[config.mk]
export PLATFORM = sky130hd
export DESIGN_NAME = instr_fetch
export DESIGN_NICKNAME = d
export VERILOG_FILES = /design/src/rtl/riscv_pkg.sv /design/src/rtl/fetch_fifo.sv /design/src/rtl/instr_fetch.sv
export SDC_FILE = /design/constraint.sdc
export NUM_CORES = 1
export LEC_CHECK = 0
export ABC_AREA = 1
export CORE_MARGIN = 2
export CORE_UTILIZATION = 51
export CTS_CLUSTER_DIAMETER = 60
export DETAILED_ROUTE_END_ITERATION = 16
export PLACE_DENSITY = 0.82
export SLEW_MARGIN = 20
export SYNTH_ARGS = -nofsm -noshare
export SYNTH_HDL_FRONTEND = slang
export SYNTH_SLANG_ARGS = --single-unit
[constraint.sdc]
create_clock -name clk -period 2.6 [get_ports clk]
set_clock_uncertainty 0.2 [all_clocks]
set_input_delay 0.78 -clock clk [delete_from_list [all_inputs] [get_ports clk]]
set_output_delay 0.78 -clock clk [all_outputs]
set_load 0.03 [all_outputs]
[src/rtl/riscv_pkg.sv]
// Shared RV32 front-end definitions: widths, fetch FSM encoding and the
// fetch queue entry layout used by instr_fetch and fetch_fifo.
package riscv_pkg;

    localparam int XLEN    = 32;
    localparam int ILEN    = 32;
    localparam int PC_STEP = 4;

    // addi x0, x0, 0
    localparam logic [ILEN-1:0] NOP_INSTR = 32'h0000_0013;

    // ERR is only ever entered when FETCH_MISALIGN_CHECK_EN is defined.
    typedef enum logic [1:0] {
        IDLE = 2'd0,
        REQ  = 2'd1,
        WAIT = 2'd2,
        ERR  = 2'd3
    } fetch_state_t;

    typedef struct packed {
        logic [ILEN-1:0] word;
        logic [XLEN-1:0] pc;
    } fetch_entry_t;

endpackage

[src/rtl/fetch_fifo.sv]
// Two-entry fetch queue. The head lives in its own register so decode sees
// registered instr_word/instr_pc; a word pushed in cycle N is visible in N+1.
// Flush empties the queue and takes priority over push and pop.
module fetch_fifo
    import riscv_pkg::*;
(
    input  logic         clk,
    input  logic         rst_n,
    input  logic         push,
    input  fetch_entry_t push_data,
    input  logic         pop,
    input  logic         flush,
    output fetch_entry_t head,
    output logic         head_valid,
    output logic [1:0]   count
);

    fetch_entry_t second;
    logic         do_push;
    logic         do_pop;

    // Qualify requests: never pop an empty queue, never overwrite a full one.
    always_comb begin
        do_pop  = pop && (count != 2'd0);
        do_push = push && ((count != 2'd2) || do_pop);
    end

    // Shift-style storage: entry 1 moves into the head slot on pop.
    always_ff @(posedge clk or negedge rst_n) begin
        if (!rst_n) begin
            head   <= '0;
            second <= '0;
            count  <= 2'd0;
        end else if (flush) begin
            count <= 2'd0;
        end else begin
            case ({do_push, do_pop})
                2'b10: begin
                    if (count == 2'd0) head <= push_data;
                    else               second <= push_data;
                    count <= count + 2'd1;
                end
                2'b01: begin
                    head  <= second;
                    count <= count - 2'd1;
                end
                2'b11: begin
                    if (count == 2'd1) begin
                        head <= push_data;
                    end else begin
                        head   <= second;
                        second <= push_data;
                    end
                end
                default: ;
            endcase
        end
    end

    assign head_valid = (count != 2'd0);

endmodule

[src/rtl/instr_fetch.sv]
// Instruction fetch stage: owns the PC, issues one word request at a time to
// instruction memory, queues returned words (2 entries) for decode, and
// handles redirects from execute including flush and killing an in-flight fetch.
//
// Handshakes: a transfer happens on a rising edge where valid and ready are
// both high; valid never depends on ready. The response channel has no ready:
// imem_rsp_valid is taken whenever it is high while a request is outstanding.
//
// Optional build macro FETCH_MISALIGN_CHECK_EN: adds fetch_misaligned and the
// ERR state; without it, redirect_pc[1:0] is ignored (forced to zero).
module instr_fetch
    import riscv_pkg::*;
#(
    parameter int              XLEN     = 32,   // must equal riscv_pkg::XLEN
    parameter logic [XLEN-1:0] RESET_PC = '0
) (
    input  logic            clk,
    input  logic            rst_n,
    output logic            imem_req_valid,
    input  logic            imem_req_ready,
    output logic [XLEN-1:0] imem_req_addr,
    input  logic            imem_rsp_valid,
    input  logic [31:0]     imem_rsp_data,
    input  logic            redirect_valid,
    input  logic [XLEN-1:0] redirect_pc,
    output logic            instr_valid,
    input  logic            instr_ready,
    output logic [31:0]     instr_word,
    output logic [XLEN-1:0] instr_pc,
`ifdef FETCH_MISALIGN_CHECK_EN
    output logic            fetch_misaligned,
`endif
    output logic [1:0]      fsm_state
);

    fetch_state_t    state, state_n;
    logic [XLEN-1:0] pc, pc_n, target;
    logic            outstanding, out_n;
    logic            drop, drop_n;
    logic            req_fire, credit;
    logic            push, pop, flush;
    logic [1:0]      count;
    fetch_entry_t    head;
`ifdef FETCH_MISALIGN_CHECK_EN
    logic            misaligned_n;
    logic            bad_redirect;
`endif

    // Redirect target; low bits only matter to the misalignment checker.
    always_comb begin
`ifdef FETCH_MISALIGN_CHECK_EN
        target       = redirect_pc;
        bad_redirect = (redirect_pc[1:0] != 2'b00);
`else
        target       = redirect_pc & ~{{(XLEN-2){1'b0}}, 2'b11};
`endif
    end

    // Next-state, PC, queue control; redirect overrides everything else.
    always_comb begin
        req_fire = (state == REQ) && imem_req_ready;
        credit   = (count + {1'b0, outstanding}) < 2'd2;
        state_n  = state;
        pc_n     = pc;
        out_n    = outstanding;
        drop_n   = drop;
        push     = 1'b0;
        pop      = instr_valid && instr_ready;
        flush    = 1'b0;
`ifdef FETCH_MISALIGN_CHECK_EN
        misaligned_n = fetch_misaligned;
`endif
        case (state)
            IDLE: if (credit) state_n = REQ;
            REQ: begin
                if (req_fire) begin
                    out_n   = 1'b1;
                    state_n = WAIT;
                end
            end
            WAIT: begin
                if (imem_rsp_valid) begin
                    out_n = 1'b0;
                    if (drop) begin
                        drop_n  = 1'b0;
                        state_n = REQ;
                    end else begin
                        push = 1'b1;
                        pc_n = pc + XLEN'(PC_STEP);
                        // Credit after this cycle's push and pop.
                        state_n = ((count == 2'd0) || ((count == 2'd1) && pop)) ? REQ : IDLE;
                    end
                end
            end
`ifdef FETCH_MISALIGN_CHECK_EN
            ERR: begin
                // Absorb a fetch still in flight from before the bad redirect.
                if (imem_rsp_valid && outstanding) begin
                    out_n  = 1'b0;
                    drop_n = 1'b0;
                end
            end
`endif
            default: state_n = IDLE;
        endcase

        if (redirect_valid) begin
            flush   = 1'b1;
            push    = 1'b0;
            pop     = 1'b0;
            pc_n    = target;
            // A response landing now is discarded; anything still in flight is dropped later.
            out_n   = req_fire || (outstanding && !imem_rsp_valid);
            drop_n  = out_n;
            state_n = out_n ? WAIT : REQ;
`ifdef FETCH_MISALIGN_CHECK_EN
            misaligned_n = bad_redirect;
            if (bad_redirect) state_n = ERR;
`endif
        end
    end

    // State registers.
    always_ff @(posedge clk or negedge rst_n) begin
        if (!rst_n) begin
            state       <= IDLE;
            pc          <= RESET_PC;
            outstanding <= 1'b0;
            drop        <= 1'b0;
`ifdef FETCH_MISALIGN_CHECK_EN
            fetch_misaligned <= 1'b0;
`endif
        end else begin
            state       <= state_n;
            pc          <= pc_n;
            outstanding <= out_n;
            drop        <= drop_n;
`ifdef FETCH_MISALIGN_CHECK_EN
            fetch_misaligned <= misaligned_n;
`endif
        end
    end

    fetch_fifo u_fifo (
        .clk        (clk),
        .rst_n      (rst_n),
        .push       (push),
        .push_data  ('{word: imem_rsp_data, pc: pc}),
        .pop        (pop),
        .flush      (flush),
        .head       (head),
        .head_valid (instr_valid),
        .count      (count)
    );

    assign imem_req_valid = (state == REQ);
    assign imem_req_addr  = pc;
    assign instr_word     = head.word;
    assign instr_pc       = head.pc;
    assign fsm_state      = state;

endmodule

* Yosys cells after proc, flatten, opt, wreduce, memory -nomap -nowiden
Cells that the tools add are included.
** Cells by class
- $add $sub $neg :: 4
- Order comparisons :: 1
- Equality and inequality tests :: 14
- Mux-type cells :: 32
- Bitwise operators :: 1
- Reduce and logical (&&, ||, !) cells :: 25
** Operator list (number)
- $mux W64 :: 4
- $pmux W64 S3 :: 1
- $mux W32 :: 4
- $pmux W64 S2 :: 1
- $add A32 B3 Y32 const B :: 1
- $mux W1 :: 13
- $mux W2 :: 6
- $reduce_and A3 Y1 :: 4
- $ne A2 B2 Y1 const B :: 5
- $reduce_bool A3 Y1 :: 3
- $reduce_bool A2 Y1 :: 4
- $eq A2 B1 Y1 const B :: 3
- $eq A2 B2 Y1 const B :: 3
- $logic_and A1 B1 Y1 :: 6
- $ne A3 B3 Y1 const B :: 2
- $pmux W2 S3 :: 1
- $logic_not A2 Y1 :: 2
- $pmux W2 S2 :: 1
- $reduce_and A4 Y1 :: 1
- $logic_or A1 B1 Y1 :: 3
- $ne A3 B1 Y1 const B :: 1
- $add A2 B1 Y2 :: 1
- $add A2 B1 Y2 const B :: 1
- $lt A2 B2 Y1 const B :: 1
- 5 further kinds :: 5
** Storage, ports and cells
- Bits in registers :: 166
- Input bits :: 70
- Word-level logic and storage cells :: 86

* Depth between registers and ports, before layout
- Depth in word-level cells :: 9
- Gate-level depth with buffers :: 11

* Modules after synthesis
From an unflattened synthesis, not the netlist that was laid out.
** Unflattened totals
- Cells, all modules :: 1175
- Area total of the unflattened synthesis :: 8476.9 um^2
** By module, submodules not included
- fetch_fifo :: times used 1, cells an instance 788, area each 5940.7 um^2, seq. area each 3253.1 um^2
- instr_fetch :: times used 1, cells an instance 387, area each 2536.2 um^2, seq. area each 850.8 um^2

* Worst setup path after synthesis
No wires, ideal clock.
- Path kind :: input to register
- From :: input redirect_valid
- To :: register u_fifo.second[25] in the netlist's numbering
- Setup time :: 67 ps
- Data arrival time :: 2046 ps
- Required time :: 2333 ps
- Path slack :: 288 ps
- Cell stages on the path :: 9
- Cell sequence :: buf_2 inv_2 nand3_2 inv_2 nand3_1 nand2_2 buf_2 nand2_1 nand2_1
** Between the ends
- Longest elaborated chain between the ends :: 7
** RTL lines
- start, declared :: line instr_fetch.sv:24 : input logic redirect_valid,
- $mux W1 :: line instr_fetch.sv:107 : if (redirect_valid) begin
- $logic_and A1 B1 Y1 :: line fetch_fifo.sv:24 : do_pop = pop && (count != 2'd0);
- $logic_or A1 B1 Y1 :: line fetch_fifo.sv:25 : do_push = push && ((count != 2'd2) || do_pop);
- $logic_and A1 B1 Y1 :: line fetch_fifo.sv:25
- $eq A2 B2 Y1 :: line fetch_fifo.sv:37 : case ({do_push, do_pop})
- $ne A2 B2 Y1 (no line) or $reduce_bool A2 Y1 (tied branches)
- $reduce_and A4 Y1 (no line)
- end signal, assigned :: line fetch_fifo.sv:40 : else second <= push_data;
- end signal, assigned :: line fetch_fifo.sv:52 : second <= push_data;
- end, declared :: line fetch_fifo.sv:18 : fetch_entry_t second;
Several ways; a longest one is shown, not always the timed one.
A chain may end at the register's enable or synchronous reset.

* Final worst setup path
- From :: register pc[11] (netlist: imem_req_addr[11])
- To :: output imem_req_addr[11]
** RTL lines
- start, declared :: line instr_fetch.sv:37 : logic [XLEN-1:0] pc, pc_n, target;
- start signal, assigned :: line instr_fetch.sv:135 : pc <= pc_n;
- end, declared :: line instr_fetch.sv:21 : output logic [XLEN-1:0] imem_req_addr,
No word-level cell between the ends.

==> flow_summary.ini <==
[setup_path]
critical_path.reg2reg.endpoint = u_fifo.head[38]
reg2reg_depth = 13
critical_path.reg2reg.startpoint = u_fifo.count[0]
timing.setup.critical_path_class = reg2out
critical_path.n_buffers_inverters = 1
crit_path_top_delay_cell = clkdlybuf4s50_1
critical_path_peak_fanout = 5
crit_path_cells = clkdlybuf4s50_1
endpoint_kind = primary output
required_ns = 1.62
worst-endpoint-arrival_ns = 1.59
ff2ff_setup_slack_ns = 0.41
setup.worst_path.start_class = register
critPathTopFamily = buffers and inverters
cp_slowest_stage_delay_ns = 0.71

[floorplan]
die_width_um = 130.8
floorplan.die_area_mm2 = 0.01710
dieHeight_um = 130.8
start_util_pct = 51.96
pin_count = 170
row_count = 46
coreArea_mm2 = 0.01577

[yosys]
syn_avg_cell_area_um2 = 7.303
netlist_top_cells_area = dfrtp_1 49%, nand2_1 22%, nand3_1 13%
synthMuxAreaShare_pct = 0
yosysWarnings = 0
netlist_area_mm2 = 0.008194
synth-simple-area-share_pct = 39.23
yosysTopAreaCell = dfrtp_1
yosys_register_bits = 161
yosysSeqAreaShare_pct = 49.17
postSynthCellCount = 1122
synthDistinctLibCells = 26
synth-xor-area-share_pct = 1.390
synthDominantCellAreaShare_pct = 49.17
post_synth_fa_ha_maj_area_fraction_pct = 0.6108
dominant_combinational_cell_family_by_area_after_synthesis = simple AND/OR/NAND/NOR gates
synth_compound_area_share_pct = 3.940

[route]
detail-route-antenna-nets = 0
total_number_of_vias = 8318
drc = 0
wire_length_per_cell_after_detailed_routing_um = 15.69
route.detailed.vias_per_inst = 5.469
dr.pass1.iters = 7
drt-total-wl_um = 23860
starting_drc_count_in_detailed_routing = 780

[place]
placed_cells = 1489
place_area_mm2 = 0.01040
final_wtd_congestion = 0.9282
io_buffers = 165
dp_hpwl_um = 16460

[finish]
most-common-layout-cells = 483 x nand2_1, 210 x nand3_1, 161 x dfrtp_1
fillCellCount = 1310
antenna_cells = 0
multi_input_area_mm2 = 0.003716
final_common_cell = nand2_1
register_area_mm2 = 0.004029
final_area_mm2 = 0.01101
area_growth_pct = 34.42
nets = 1366
utilization_of_the_core_after_routing_pct = 69.84
drive_gt1_share_pct = 7.050
stdcell_count = 1521

[timing]
slew_violations = 0
finalCriticalPeriod_ns = 2.571
achievable-frequency_mhz = 388.9
setup_repair_after_global_routing_missed_its_margin = false
layout_worst_path_cycle_share_pct = 98.90
finalSetupViolations = 0
hold_violations = 0
fin_tns_setup_ns = 0

[global_route]
first_global_vias = 7731
gr-usage-all-layers_pct = 28.74
first_pass_grt_wire_length_um = 38400
maximum_number_of_pins_on_one_net_before_global_route_repair = 58
busiest_layer = met2
antenna_found_initial = 0
groute.layer.met1.usage_pct = 39.12
globalRouteMet2Util_pct = 46.63
globalRouteMet3Util_pct = 4.967
globalRouteOverflowTotal = 0

[pwr]
irDropWorstVdd_mv = 0.5375
p_leak_nw = 5.695
power.density_cell_area_mw_per_mm2 = 1016

[clocking]
clock_insertion_delay_worst_skew_ns = 0.43
tritoncts = done
numCtsBuffers = 17
worst_setup_hold_path_clk_slew_ns = 0.06
htree_levels = 4
clock-root-buffer = clkbuf_16
post_cts.repair.setup_buffers = 0
postCtsHoldBufs = 0
clock_sink_count = 161
max-clock-path-buffers = 2

[min_path]
hold_path_class = in2async

[run_status]
status = completed

[job]
maxCapViolations = 0
cell usage after synthesis:
| cell type | count |
|---|---|
| a211oi_4 | 1 |
| a21oi_1 | 24 |
| a22o_1 | 1 |
| and2_1 | 2 |
| buf_1 | 1 |
| buf_2 | 20 |
| buf_4 | 3 |
| clkbuf_1 | 41 |
| conb_1 | 1 |
| dfrtp_1 | 161 |
| ha_1 | 4 |
| inv_1 | 45 |
| inv_2 | 3 |
| nand2_1 | 484 |
| nand2_2 | 2 |
| nand3_1 | 211 |
| nand3_2 | 1 |
| nand4_1 | 2 |
| nor2_1 | 70 |
| nor2_2 | 1 |
| nor3_1 | 5 |
| o211ai_1 | 8 |
| o211ai_4 | 1 |
| o21ai_0 | 14 |
| o21bai_1 | 3 |
| xor2_1 | 13 |
layer usage:
metal	share of wire (%)	up-vias	routed length, um
li1	-	3930	-
met4	2.6	0	623
met3	8.2	66	1956
met5	0	-	0
met2	47	411	11250
met1	42	3911	10030
cells by family (layout without fill, tap and decap cells):
| kind of cell | Yosys count | count (layout) |
|---|---|---|
| XOR/XNOR | 13 | 13 |
| AND/OR/NAND/NOR | 778 | 778 |
| other | 1 | 2 |
| AO/OA/AOI/OAI | 52 | 52 |
| buffers and inverters | 113 | 295 |
| flip-flops | 161 | 161 |
| adder cells (fa/ha/maj) | 4 | 4 |
per-stage QoR:
stage | setup slack [ns] | hold slack [ns] | total power (W)
final | 0.02869 | 0.05765 | 0.01119
after global routing | 0.006018 | 0.07850 | 0.01178
after CTS | 0.0006268 | 0.06164 | 0.01122
after detailed placement | -0.1996 | 0.2586 | 0.008622
after global placement | -0.1261 | 0.2531 | 0.008480
after floorplan | 0.2878 | 0.2426 | 0.006604
layout make-up:
type	count	area share (%)
multi-input cells	849	33.74
repair buffers	215	19.99
well taps	216	2.454
clock buffers	24	4.464
flip-flops and latches	161	36.58
clock inverters	8	1.136
inverters	48	1.636
timing repair:
action                     in CTS  in global routing
setup endpoints to repair      14                  9
gates resized for setup        15                  9
gates cloned                    0                  0
report_power, final:
group / total [W] / leakage [nW] / internal (W) / switching, W
Combinational: 0.00452 / 3.34 / 0.00180 / 0.00272
Sequential: 0.00405 / 2.06 / 0.00342 / 0.000631
Clock: 0.00262 / 0.301 / 0.00162 / 0.00100
Total: 0.0112 / 5.69 / 0.00683 / 0.00436
registers in the layout, indices dropped and copies added, names as in the netlist:
name and count:
outstanding 1, u_fifo.count 2, drop 1, u_fifo.second 62
fsm_state 2, imem_req_addr 30, u_fifo.head 63
worst max-delay path by stage:
stage	slack, ns	to	cells after the start	startpoint
floorplan	0.29	u_fifo.second[25]	9	redirect_valid
global placement	-0.13	u_fifo.head[34]	10	imem_rsp_valid
detailed placement	-0.20	u_fifo.head[35]	10	imem_rsp_valid
CTS	0.0006	imem_req_addr[20]	1	imem_req_addr[20]
global route	0.006	imem_req_addr[11]	1	imem_req_addr[11]
finish	0.03	imem_req_addr[11]	1	imem_req_addr[11]
Power figures use the tool's default switching activity.
